$ cat config.mk
export PLATFORM = sky130hd
export DESIGN_NAME = face_fetch_sequencer
export DESIGN_NICKNAME = d
export VERILOG_FILES = /design/src/rtl/face_fetch_sequencer.sv
export SDC_FILE = /design/constraint.sdc
export NUM_CORES = 1
export LEC_CHECK = 0
export CAP_MARGIN = 25
export CORE_MARGIN = 2
export CORE_UTILIZATION = 55
export CTS_BUF_LIST = sky130_fd_sc_hd__clkbuf_16
export CTS_CLUSTER_DIAMETER = 50
export DETAILED_ROUTE_END_ITERATION = 7
export GPL_ROUTABILITY_DRIVEN = 0
export PLACE_DENSITY_LB_ADDON = 0.12
export SLEW_MARGIN = 10
export SYNTH_ARGS = -nofsm -noshare
export SYNTH_HDL_FRONTEND = slang
export SYNTH_SLANG_ARGS = --single-unit
$ cat constraint.sdc
create_clock -name clk -period 10.4 [get_ports clk]
set_clock_uncertainty 0.1 [all_clocks]
set_input_delay 2.6 -clock clk [delete_from_list [all_inputs] [get_ports clk]]
set_output_delay 2.6 -clock clk [all_outputs]
set_load 0.01 [all_outputs]
$ cat src/rtl/face_fetch_sequencer.sv
// Walks face memory once per frame, buffers returned faces in a 2-entry FIFO
// and hands them to the lighting stage over valid/ready with their index.
module face_fetch_sequencer #(
    parameter int FACES   = 92,
    parameter int ID_BITS = $clog2(FACES),
    parameter int FACE_W  = 32
) (
    input  logic               clk,
    input  logic               reset,
    input  logic               start,
    input  logic               loop,
    output logic [ID_BITS-1:0] mem_addr,
    output logic               mem_en,
    input  logic [FACE_W-1:0]  face_mem_data,
    output logic [FACE_W-1:0]  face_o,
    output logic [ID_BITS-1:0] face_id,
    output logic               face_valid,
    input  logic               face_ready,
    output logic               busy,
    output logic               frame_done,
    output logic [7:0]         frame_count
);

    localparam logic [ID_BITS-1:0] LAST_ID = ID_BITS'(FACES - 1);

    typedef enum logic [1:0] {
        IDLE  = 2'd0,
        FETCH = 2'd1,
        DRAIN = 2'd2
    } state_t;

    state_t             state_reg;
    logic [ID_BITS-1:0] addr_reg;
    logic [ID_BITS-1:0] issue_addr_reg;
    logic               inflight_reg;
    logic               frame_done_reg;
    logic [7:0]         frame_count_reg;

    logic [FACE_W-1:0]  data_mem [2];
    logic [ID_BITS-1:0] id_mem   [2];
    logic               rd_ptr_reg;
    logic               wr_ptr_reg;
    logic [1:0]         count_reg;

    logic               pop;
    logic               push;
    logic               last_pop;
    logic [2:0]         occupancy;

    assign pop      = face_valid && face_ready;
    assign push     = inflight_reg;
    assign last_pop = pop && (face_id == LAST_ID);

    // Slots committed after this cycle's pop: buffered faces plus the read in flight.
    assign occupancy = {1'b0, count_reg} + {2'b00, inflight_reg} - {2'b00, pop};
    assign mem_en    = !reset && (state_reg == FETCH) && (occupancy < 3'd2);

    assign mem_addr    = addr_reg;
    assign face_valid  = (count_reg != 2'd0);
    assign face_o      = data_mem[rd_ptr_reg];
    assign face_id     = id_mem[rd_ptr_reg];
    assign busy        = (state_reg != IDLE);
    assign frame_done  = frame_done_reg;
    assign frame_count = frame_count_reg;

    always_ff @(posedge clk) begin
        if (reset) begin
            state_reg       <= IDLE;
            addr_reg        <= '0;
            issue_addr_reg  <= '0;
            inflight_reg    <= 1'b0;
            frame_done_reg  <= 1'b0;
            frame_count_reg <= 8'd0;
        end else begin
            inflight_reg   <= mem_en;
            frame_done_reg <= last_pop;
            if (last_pop) begin
                frame_count_reg <= frame_count_reg + 8'd1;
            end
            if (mem_en) begin
                issue_addr_reg <= addr_reg;
                if (addr_reg != LAST_ID) begin
                    addr_reg <= addr_reg + ID_BITS'(1);
                end
            end
            case (state_reg)
                IDLE: begin
                    if (start) begin
                        state_reg <= FETCH;
                        addr_reg  <= '0;
                    end
                end
                FETCH: begin
                    if (mem_en && (addr_reg == LAST_ID)) begin
                        state_reg <= DRAIN;
                    end
                end
                DRAIN: begin
                    if (last_pop) begin
                        if (loop) begin
                            state_reg <= FETCH;
                            addr_reg  <= '0;
                        end else begin
                            state_reg <= IDLE;
                        end
                    end
                end
                default: state_reg <= IDLE;
            endcase
        end
    end

    always_ff @(posedge clk) begin
        if (reset) begin
            rd_ptr_reg <= 1'b0;
            wr_ptr_reg <= 1'b0;
            count_reg  <= 2'd0;
        end else begin
            if (push) begin
                wr_ptr_reg <= !wr_ptr_reg;
            end
            if (pop) begin
                rd_ptr_reg <= !rd_ptr_reg;
            end
            count_reg <= count_reg + {1'b0, push} - {1'b0, pop};
            // The issue rule keeps capture from ever landing on a full buffer.
            assert (!(push && (count_reg == 2'd2) && !pop));
        end
    end

    for (genvar gi = 0; gi < 2; gi++) begin : g_entry
        always_ff @(posedge clk) begin
            if (reset) begin
                data_mem[gi] <= '0;
                id_mem[gi]   <= '0;
            end else if (push && (wr_ptr_reg == 1'(gi))) begin
                data_mem[gi] <= face_mem_data;
                id_mem[gi]   <= issue_addr_reg;
            end
        end
    end

endmodule

# [Yosys cells after proc, flatten, opt, wreduce, memory -nomap -nowiden]
# Memories as Yosys holds them, arrays and structs flattened. A register that Yosys moved wholly into a read port is not among the register bits.
# Index checks and enable logic that the tools add are counted.
[op_classes] reduce_logical=14 bitwise=5 n_lt_le_gt_ge=1 eq_ne=8 mux=27 addsub=6
[op_table] cell="two-way mux 32 bit" n=2
[op_table] cell="two-way mux 7 bit" n=7
[op_table] cell="equality test 7 bit (second input constant)" n=2
[op_table] cell="case mux 7 bit (2 select lines)" n=1
[op_table] cell="two-way mux 1 bit" n=13
[op_table] cell="adder 8 x 1 -> 8 bit (second input constant)" n=1
[op_table] cell="adder 7 x 1 -> 7 bit (second input constant)" n=1
[op_table] cell="logical AND 1 bit" n=7
[op_table] cell="inequality test 7 bit (second input constant)" n=1
[op_table] cell="two-way mux 2 bit" n=3
[op_table] cell="case mux 2 bit (3 select lines)" n=1
[op_table] cell="inequality test 2 bit (second input constant)" n=2
[op_table] cell="OR 1 bit" n=4
[op_table] cell="nonzero test 2 bit" n=2
[op_table] cell="adder 2 x 1 -> 3 bit" n=1
[op_table] cell="zero test 1 bit" n=3
[op_table] cell="< comparator 3 x 2 -> 1 bit (second input constant)" n=1
[op_table] cell="AND reduction 3 bit" n=1
[op_table] cell="subtractor 3 x 1 -> 3 bit" n=1
[op_table] cell="adder 2 x 1 -> 2 bit" n=1
[op_table] cell="equality test 2 x 1 -> 1 bit (second input constant)" n=1
[op_table] cell="equality test 2 bit (second input constant)" n=1
[op_table] cell="zero test 2 bit" n=1
[op_table] cell="inequality test 2 x 1 -> 1 bit (second input constant)" n=1
[op_table] cell="2 further kinds" n=2
[word_totals] mem_bits_rw=78 n_memories=2 reg_bits=30 input_bits=37
[mem_list] name="data_mem" words=2 word_bits=32 read_ports=1 rd_clocked_by_memory_dff=1 write_ports=2 line_no="39" text="logic [FACE_W-1:0] data_mem [2];"
[mem_list] name="id_mem" words=2 word_bits=7 read_ports=1 rd_clocked_by_memory_dff=1 write_ports=2 line_no="40" text="logic [ID_BITS-1:0] id_mem [2];"

# [Logic depth before layout (Yosys ltp)]
# Gate-level depths: netlist (run 1).
[logic_depth] word_depth=9 mapped_depth=13 ltp_nobuf=13

# [Least setup slack after synthesis (run 1)]
# OpenSTA, ideal clock, no wires.
[synth_timing] kind="input -> output" from="input port face_ready" to="output port mem_en" path_buffers=1 stages=10 path_slack_ns=3.339 required_time_ns=7.700 arrival_time_ns=4.361 path_cell_list="nand2_1 -> inv_1 -> ha_1 -> inv_1 -> ha_1 -> inv_1 -> fa_1 -> xor2_1 -> nor4b_4 -> buf_4"
[synth_between] elab_chain_cells=4
[synth_rtl] element="start: declaration" line_no="18" text="input logic face_ready,"
[synth_rtl] element="logical AND 1 bit" line_no="50" text="assign pop = face_valid && face_ready;"
[synth_rtl] element="named net pop" line_no="45" text="logic pop;"
[synth_rtl] element="subtractor 3 x 1 -> 3 bit" line_no="55" text="assign occupancy = {1'b0, count_reg} + {2'b00, inflight_reg} - {2'b00, pop};"
[synth_rtl] element="< comparator 3 x 2 -> 1 bit" line_no="56" text="assign mem_en = !reset && (state_reg == FETCH) && (occupancy < 3'd2);"
[synth_rtl] element="logical AND 1 bit" line_no="56"
[synth_rtl] element="end: declaration" line_no="13" text="output logic mem_en,"
# The timed path passes the listed nets, and every way through them passes these cells.

# [Worst setup path after layout (run 1)]
# Ends and elaborated chain as after synthesis.

==> results of run 1 <==
## critical path: cells and delay by family
kind          cells  cell delay, ns
fa+ha+maj         3            0.71
buf+inv           6            1.55
xor+xnor          1            0.21
simple gates      2            0.32
## cells in the mapped netlist, types with 3 or more instances
cell type / number
clkbuf_1: 12
nand3_1: 3
o21ai_0: 3
mux2_2: 37
dfxtp_1: 31
ha_1: 4
mux2i_1: 10
a21oi_1: 6
edfxtp_1: 78
xor2_1: 9
nand4_1: 3
and2_1: 78
buf_2: 4
nand2b_1: 3
and3_1: 4
nand2_1: 13
inv_1: 9
nor2_1: 25
## final cells by class
type / instances / area (µm²) / area share
Clock buffer: 9 / 225 / 0.0371
Inverter: 9 / 33.8 / 0.00556
Multi-Input combinational cell: 228 / 1660 / 0.274
Clock inverter: 7 / 66.3 / 0.0109
Timing Repair Buffer: 99 / 995 / 0.164
Sequential cell: 109 / 2960 / 0.488
Tap cell: 105 / 131 / 0.0216
## logic make-up (layout without fill, tap and decap cells)
kind of cell | count (synthesis) | count (layout) | synth area share
xor+xnor | 10 | 10 | 0.0185
compound gates | 21 | 21 | 0.0296
buf+inv | 26 | 124 | 0.0225
fa+ha+maj | 5 | 5 | 0.0148
simple gates | 144 | 144 | 0.175
mux | 48 | 48 | 0.112
flops | 109 | 109 | 0.627
## worst max-delay path by stage
stage / start / to / slack, ns / depth (start not counted)
2_1_floorplan: face_ready / mem_en / 3.34 / 10
3_3_place_gp: face_ready / mem_en / 2.39 / 12
3_5_place_dp: face_ready / mem_en / 2.32 / 12
4_1_cts: face_ready / mem_en / 2.29 / 12
5_1_grt: face_ready / mem_en / 2.18 / 12
6_report: face_ready / mem_en / 2.30 / 12
## layer usage
metal / vias up / GRT usage / share of wire / wire length (µm)
met5: - / 0 / 0 / 0
met4: 0 / 0.0769 / 0.021 / 197
met3: 14 / 0.0484 / 0.050 / 469
met2: 79 / 0.368 / 0.52 / 4880
met1: 1498 / 0.234 / 0.41 / 3790
li1: 1456 / - / - / -
## cell usage in the layout, fill, tap and decap left out, types with 9 or more instances in the layout
cell type	n
and2_1	78
clkbuf_16	9
clkdlybuf4s50_1	94
dfxtp_1	30
edfxtp_1	78
inv_1	9
mux2_2	37
mux2i_1	10
nand2_1	12
nor2_1	25
xor2_1	9
## per-stage QoR
stage | instances | area (µm²) | hold slack, ns
final | 566 | 6080 | 0.381
after global routing | 566 | 6080 | 0.424
after CTS | 564 | 6050 | 0.385
after detailed placement | 548 | 5760 | 0.376
after global placement | 548 | 5760 | 0.362
after floorplan | 363 | 4730 | 0.366
## where the power goes
| part | internal (mW) | switching [mW] |
|---|---|---|
| clock | 0.185 | 0.148 |
| sequential | 0.517 | 0.0269 |
| combinational | 0.196 | 0.147 |
| total | 0.898 | 0.322 |
==> key figures, run 1 <==
Yosys
  – #FFs+latches synth: 109
  – Synth area leader: edfxtp_1
  – Cell Area, Synth: 4730 µm²
  – Yosys cell types: 43
  – Async SR Flop Fraction: 0
  – Largest cells by area after synthesis: edfxtp_1 50%, dfxtp_1 13%, and2_1 10%
  – Mapped Cells: approximately 360
  – Net Count, Synth: approximately 410
  – Yosys warns: 0
  – Most used DFF post-synth: edfxtp_1
  – Number of synthesized flops with an enable pin: 78
  – Share of the synthesized area in the top cell type: 0.495
  – Sequential element share of the synthesized area: 0.627
  – Syn_area_per_cell: 13.0 µm²

Final layout
  – Area Growth Syn to Fin: 28.6%
  – Max FFs per register: 64
  – Fraction of layout cells with a size suffix above 1: 0.141
  – Final net count: 498
  – Antenna cell count: 0
  – Final Util: 0.736
  – Fillers: between 500 and 600

Place
  – DP Worst Slack: 2.32 ns
  – IO Port Bufs: 94
  – Hpwl dp: 5.85 mm

Global route
  – Initial antenna violation count: 0
  – Largest net degree at the start of global routing: 43
  – GRT Util Overall: 0.204
  – Grt ovf: 0
  – Number of global-route vias before repair: 3189
  – First-pass GRT wire length: roughly 15 mm

Die
  – Row cnt: 33
  – I/O pin total: 95
  – Starting Density: 0.573
  – Core box area: 8260 µm²
  – Die height: 96.7 µm
  – Die area: 9350 µm²
  – Die Span X: 96.7 µm

Critical path
  – Slowest CP cell: clkdlybuf4s50_1
  – Crit-path cells: clkdlybuf4s50_1, nand2_1, inv_1, ha_1, inv_1, ha_1, inv_1, fa_1, xor2_1, nor4b_4, buf_4, clkdlybuf4s50_1
  – Worst reg2reg startpoint: count_reg[1]
  – Req. time, crit path: just under 8 ns
  – Startpoint Class: input pin
  – WP data arrival: 5.40 ns
  – CP max stage delay: 0.58 ns
  – Worst R2R End: mem_addr[1]
  – CP Class: input pin to output port
  – CP endpoint kind: output port
  – Most used cell, CP: inv_1
  – CP max FO: 17
  – Worst reg2reg path depth: 14
  – Reg2Reg Setup Slack: 7.39 ns

Timing
  – Sum Neg Setup Slack: 0 ns
  – Actual transition at the worst max-transition pin: 0.974 ns
  – Max Clk Rate: ~120 MHz
  – Slack of the critical path: 2.30 ns
  – Slew Viols, Final: 0
  – Worst slew margin: 0.348
  – Crit share post-route: 0.779
  – # setup viols final: 0
  – Period minus WS final: 8.10 ns
  – RSZ-0062 raised after global routing: no
  – Final Hold Vio Count: 0

Routing
  – Avg WL per Cell: 16.5 µm
  – Drt first-iter violations: 114
  – Residual DRC: 0
  – Vias per cell: between 5 and 6
  – Post-route ant nets: 0
  – Routed WL: between 9 and 10 mm
  – Vias: 3047
  – DRT Pass-1 Iters: 4

Power and ir drop
  – IR Drop Worst-Case VDD: 0.133 mV
  – Leak Pwr: 2.27 nW
  – Final total power: ~1.2 mW
  – Power Density: 201 nW/µm²

Worst hold path
  – Hold Path End: frame_count[7]
  – WHS Path Cells: 2
  – Worst Min Path Start: frame_count[7]
  – Min-Delay Path Class: register to register

Status
  – Status: completed

Clock tree
  – Clk pin slew, worst setup/hold paths: about 0.07 ns
  – Clock Root Buffer: clkbuf_16
  – Clock sinks: roughly 110
  – Post-cts gate resize count: 0
  – Setup Fix Bufs, Post-CTS: 0
  – Cts hold-fix bufs: 0
  – Clk buf depth: 2
  – H-tree Lvls: 3
  – CTS tree: yes
  – Clk_lat worst skew: 0.34 ns
  – Total CTS buffers: 9

Run
  – Max cap viols: 0
(Power assumes the default switching activity.)
==> run 2, diff against run 1 <==
- CORE_UTILIZATION: 55 -> 51
- clock period: 10.4 -> 7.6 ns (I/O delays scaled with it)
==> run 2 against run 1 <==
  * Wire length is 3.6% lower
  * Combinational power is 27% higher
  * Final area is 0.19% lower
  * Cell count is 1.1% higher
  * Die area is 7.5% higher
  * Highest routed layer unchanged
==> key figures, run 2 (same netlist as run 1, synthesis figures left out) <==
Status
  – Status: completed

Routing
  – Post-route ant nets: 0
  – Avg WL per Cell: 15.7 µm
  – Residual DRC: 0
  – Routed WL: 9.00 mm
  – Vias: 2982
  – DRT Pass-1 Iters: 4
  – Vias per cell: 5.21
  – Drt first-iter violations: 116

Timing
  – Hold WS: around 0.4 ns
  – # setup viols final: 0
  – Period minus WS final: 6.51 ns
  – Final Hold Vio Count: 0
  – Crit share post-route: 0.857
  – Max Clk Rate: 154 MHz
  – Sum Neg Setup Slack: 0 ns
  – Actual transition at the worst max-transition pin: 0.974 ns
  – Slew Viols, Final: 0
  – Slack of the critical path: 1.09 ns
  – RSZ-0062 raised after global routing: no
  – Worst slew margin: 0.350

Final layout
  – Area Growth Syn to Fin: 28.3%
  – Fraction of layout cells with a size suffix above 1: 0.139
  – Max FFs per register: 64
  – Commonest non-fill, non-tap cell in the layout: clkdlybuf4s50_1
  – Final net count: roughly 500
  – Most frequent cells in the layout: 94 x clkdlybuf4s50_1, 78 x and2_1, 78 x edfxtp_1
  – Fin cells: 572
  – Final Util: 0.666
  – Final Cell Area: between 6000 and 7000 µm²
  – Antenna cell count: 0

Clock tree
  – Cts hold-fix bufs: 0
  – Clock sinks: 109
  – CTS tree: yes
  – Setup Fix Bufs, Post-CTS: 0
  – Clk_lat worst skew: 0.33 ns
  – Total CTS buffers: 9
  – Clk pin slew, worst setup/hold paths: 0.07 ns
  – Clock Root Buffer: clkbuf_16
  – Post-cts gate resize count: 0
  – Clk buf depth: 2
  – H-tree Lvls: 3

Power and ir drop
  – Clock power share: 0.264
  – Power Density: 268 nW/µm²
  – IR Drop Worst-Case VDD: 0.170 mV
  – Psw: 0.435 mW
  – Part of the power in registers: 0.468
  – Combinational share of power: 0.268
  – Internal Power: approximately 1.2 mW
  – Sw frac: 0.267
  – Leak Pwr: 2.27 nW
  – Final total power: 1.63 mW

Die
  – Core box area: 9110 µm²
  – Row cnt: 35
  – Starting Density: 0.519
  – Die height: 100 µm
  – I/O pin total: 95
  – Die Span X: 100 µm
  – Die area: 10100 µm²

Global route
  – Number of global-route vias before repair: 2948
  – First-pass GRT wire length: between 10 and 15 mm
  – Initial antenna violation count: 0
  – Largest net degree at the start of global routing: 43
  – Grt ovf: 0
  – GRT Util Overall: 0.186

Place
  – IO Port Bufs: 94
  – DP Worst Slack: 1.08 ns
  – Placed cell areas: around 5800 µm²
  – Hpwl dp: 5.78 mm
  – Dpl cells: approximately 560

Critical path
  – CP Class: input pin to output port
  – Startpoint Class: input pin
  – Req. time, crit path: roughly 5.6 ns
  – CP endpoint kind: output port
  – Reg2Reg Setup Slack: 4.51 ns
  – WP data arrival: 4.51 ns
  – CP max FO: 4

Run
  – Max cap viols: 0

Worst hold path
  – Min-Delay Path Class: register to register
-- run 2: cell count changes in the layout (fill, tap and decap cells not counted) --
cell	before	now
clkinv_4	0	4
clkinvlp_4	3	0
clkinv_2	2	0
buf_4	3	4
buf_6	1	0
bufinv_16	1	0
clkinv_1	1	2
inv_6	0	1
-- run 2: layer usage --
layer  routed length [µm]  track usage  share of wire
met4                   95       0.0601          0.011
met5                    0            0              0
met1                 3860        0.221           0.43
met3                  385       0.0411          0.043
met2                 4660        0.335           0.52
-- run 2: final timing paths --
| check | endpoint | startpoint | cells past startpoint |
|---|---|---|---|
| worst max-delay path | mem_en | face_ready | 11 |
| worst min-delay path | frame_count[7] | frame_count[7] | 2 |
| worst max register to register | mem_addr[6] | count_reg[1] | 14 |
| worst min register to register | frame_count[7] | frame_count[7] | 2 |
-- run 2: critical path: stages --
cell and delay [ns]:
clkdlybuf4s50_1 0.49, nand2_1 0.08, inv_1 0.06, ha_1 0.21
inv_1 0.06, ha_1 0.13, inv_1 0.05, fa_1 0.37
xor2_1 0.20, nor4b_4 0.35, clkdlybuf4s50_1 0.61
-- run 2: final cells by class --
type,count,area (µm²)
well taps,111,139
repair buffers,99,991
flip-flops and latches,109,2960
inverters,9,33.8
clock buffers,9,225
clock inverters,7,51.3
multi-input cells,228,1660
fillers,705,3040
-- run 2: power groups by stage --
stage	clock network, mW	logic, mW	registers, mW
after floorplan	0	0.262	0.738
after global placement	0	0.438	0.775
after detailed placement	0	0.439	0.779
after CTS	0.438	0.442	0.766
after global routing	0.462	0.469	0.774
final	0.430	0.436	0.762
==> run 3, diff against run 2 <==
==> constraint.sdc (replaced) <==
create_clock -name clk -period 7.6 [get_ports clk]
set_clock_uncertainty 0.1 [all_clocks]
set_input_delay 1.52 -clock clk [delete_from_list [all_inputs] [get_ports clk]]
set_output_delay 1.52 -clock clk [all_outputs]
set_load 0.01 [all_outputs]
==> run 3 against run 2 <==
  * Sequential power fell by 2%
  * Largest power group unchanged
  * Hold slack got worse by 0.0061 ns
  * Largest cell class unchanged
  * Global-route usage up 0.33 points
  * Non-clock buffer count grew 1
==> key figures, run 3 (same netlist as run 1, synthesis figures left out) <==
Power and ir drop
  – Internal Power: 1.20 mW
  – Part of the power in registers: 0.452
  – Sw frac: 0.272
  – Psw: roughly 0.45 mW
  – Leak Pwr: ~2.3 nW
  – Combinational share of power: 0.283
  – Clock power share: 0.265
  – Power Density: 271 nW/µm²
  – IR Drop Worst-Case VDD: 0.140 mV

Clock tree
  – Clk_lat worst skew: 0.34 ns
  – Cts hold-fix bufs: 0
  – Clock Root Buffer: clkbuf_16
  – H-tree Lvls: 3
  – Clk buf depth: 2
  – Total CTS buffers: 9
  – Post-cts gate resize count: 0
  – Clock sinks: between 100 and 150
  – Setup Fix Bufs, Post-CTS: 0
  – Clk pin slew, worst setup/hold paths: 0.08 ns
  – CTS tree: yes

Routing
  – Vias per cell: 5.30
  – Drt first-iter violations: 75
  – Post-route ant nets: 0
  – DRT Pass-1 Iters: 4
  – Routed WL: 9.15 mm
  – Avg WL per Cell: 16.0 µm
  – Vias: around 3000
  – Residual DRC: 0

Timing
  – Crit share post-route: 0.781
  – Sum Neg Setup Slack: 0 ns
  – Slew Viols, Final: 0
  – Period minus WS final: 5.93 ns
  – Actual transition at the worst max-transition pin: 1.01 ns
  – Max Clk Rate: roughly 170 MHz
  – Worst slew margin: 0.326
  – Slack of the critical path: between 1.5 and 2 ns
  – Final Hold Vio Count: 0
  – RSZ-0062 raised after global routing: no
  – # setup viols final: 0

Final layout
  – Fin cells: 573
  – Commonest non-fill, non-tap cell in the layout: clkdlybuf4s50_1
  – Antenna cell count: 0
  – Area Growth Syn to Fin: 29.1%
  – Most frequent cells in the layout: 94 x clkdlybuf4s50_1, 78 x and2_1, 78 x edfxtp_1
  – Final net count: 499
  – Fillers: 730
  – Max FFs per register: 64
  – Final Util: 0.670
  – Final Cell Area: 6100 µm²
  – Fraction of layout cells with a size suffix above 1: 0.143

Critical path
  – Startpoint Class: input pin
  – Stages on worst setup path: 12
  – Worst reg2reg path depth: 14
  – Most used cell, CP: inv_1
  – Largest delay share family, worst path: buffers and inverters
  – Worst Path Buf+Inv: 6
  – Crit-path cells: clkdlybuf4s50_1, nand2_1, inv_1, ha_1, inv_1, ha_1, inv_1, fa_1, xor2_1, nor4b_4, buf_4, clkdlybuf4s50_1
  – WP data arrival: approximately 4.3 ns
  – Req. time, crit path: 5.98 ns
  – CP Class: input pin to output port
  – Reg2Reg Setup Slack: 4.57 ns
  – CP max stage delay: 0.58 ns
  – CP endpoint kind: output port
  – CP max FO: 17
  – Slowest CP cell: clkdlybuf4s50_1

Die
  – Core box area: 9110 µm²
  – Die height: between 100 and 150 µm
  – Starting Density: 0.519
  – Die Span X: approximately 100 µm
  – Row cnt: 35
  – I/O pin total: 95
  – Die area: 10100 µm²

Place
  – Hpwl dp: 5.86 mm
  – Placed cell areas: 5780 µm²
  – DP Worst Slack: 1.65 ns
  – Dpl cells: 555
  – IO Port Bufs: 94

Worst hold path
  – WHS Path Cells: 2
  – Min-Delay Path Class: register to register

Run
  – Max cap viols: 0

Global route
  – First-pass GRT wire length: 14.6 mm
  – Largest net degree at the start of global routing: 43
  – GRT Util Overall: 0.189
  – Initial antenna violation count: 0
  – Number of global-route vias before repair: just over 3000
  – Grt ovf: 0

Status
  – Status: completed
-- run 3: changes by cell type in the layout (fill, tap and decap cells not counted), sizes merged --
| cell | previous run | this run |
|---|---|---|
| clkinv | 6 | 4 |
| inv | 10 | 12 |
| buf | 5 | 6 |
-- run 3: layout make-up --
class                   count  area [µm²]  area share
clock inverters             7        52.6     0.00861
well taps                 111         139      0.0228
flip-flops and latches    109        2960       0.486
clock buffers               9         225      0.0369
multi-input cells         228        1660       0.272
repair buffers            100        1030       0.168
inverters                   9        33.8     0.00554
-- run 3: worst paths after layout --
| check | startpoint | to |
|---|---|---|
| setup / recovery | face_ready | mem_en |
| hold / removal | frame_count[7] | frame_count[7] |
| setup reg to reg | count_reg[1] | mem_addr[4] |
| hold reg to reg | frame_count[7] | frame_count[7] |
-- run 3: per-layer routing --
layer,GRT usage,vias to the layer above,routed length [µm]
met3,0.0550,8,503
met1,0.227,1491,3860
li1,-,1471,-
met2,0.331,68,4700
met5,0,-,0
met4,0.0580,0,86
-- run 3: worst reg2reg max path: stages, from the launching register on --
cell	delay, ns
dfxtp_1	0.35
or2_2	0.31
nand2_1	0.11
inv_1	0.06
ha_1	0.27
inv_1	0.06
ha_1	0.13
inv_1	0.05
fa_1	0.37
xor2_1	0.21
nor4b_4	0.23
buf_4	0.28
nand4_1	0.15
xor2_1	0.16
nor2_1	0.05
-- run 3: metrics by stage --
step,total power [mW],hold slack [ns]
floorplan,1.00,0.366
global placement,1.21,0.364
detailed placement,1.22,0.383
CTS,1.66,0.393
global route,1.73,0.429
finish,1.65,0.393
-- run 3: power groups by stage --
| stage | combinational, mW | sequential, mW | clock [mW] |
|---|---|---|---|
| final | 0.468 | 0.747 | 0.438 |
| after global routing | 0.501 | 0.757 | 0.473 |
| after detailed placement | 0.444 | 0.779 | 0 |
| after CTS | 0.447 | 0.765 | 0.444 |
| after global placement | 0.436 | 0.776 | 0 |
| after floorplan | 0.262 | 0.738 | 0 |
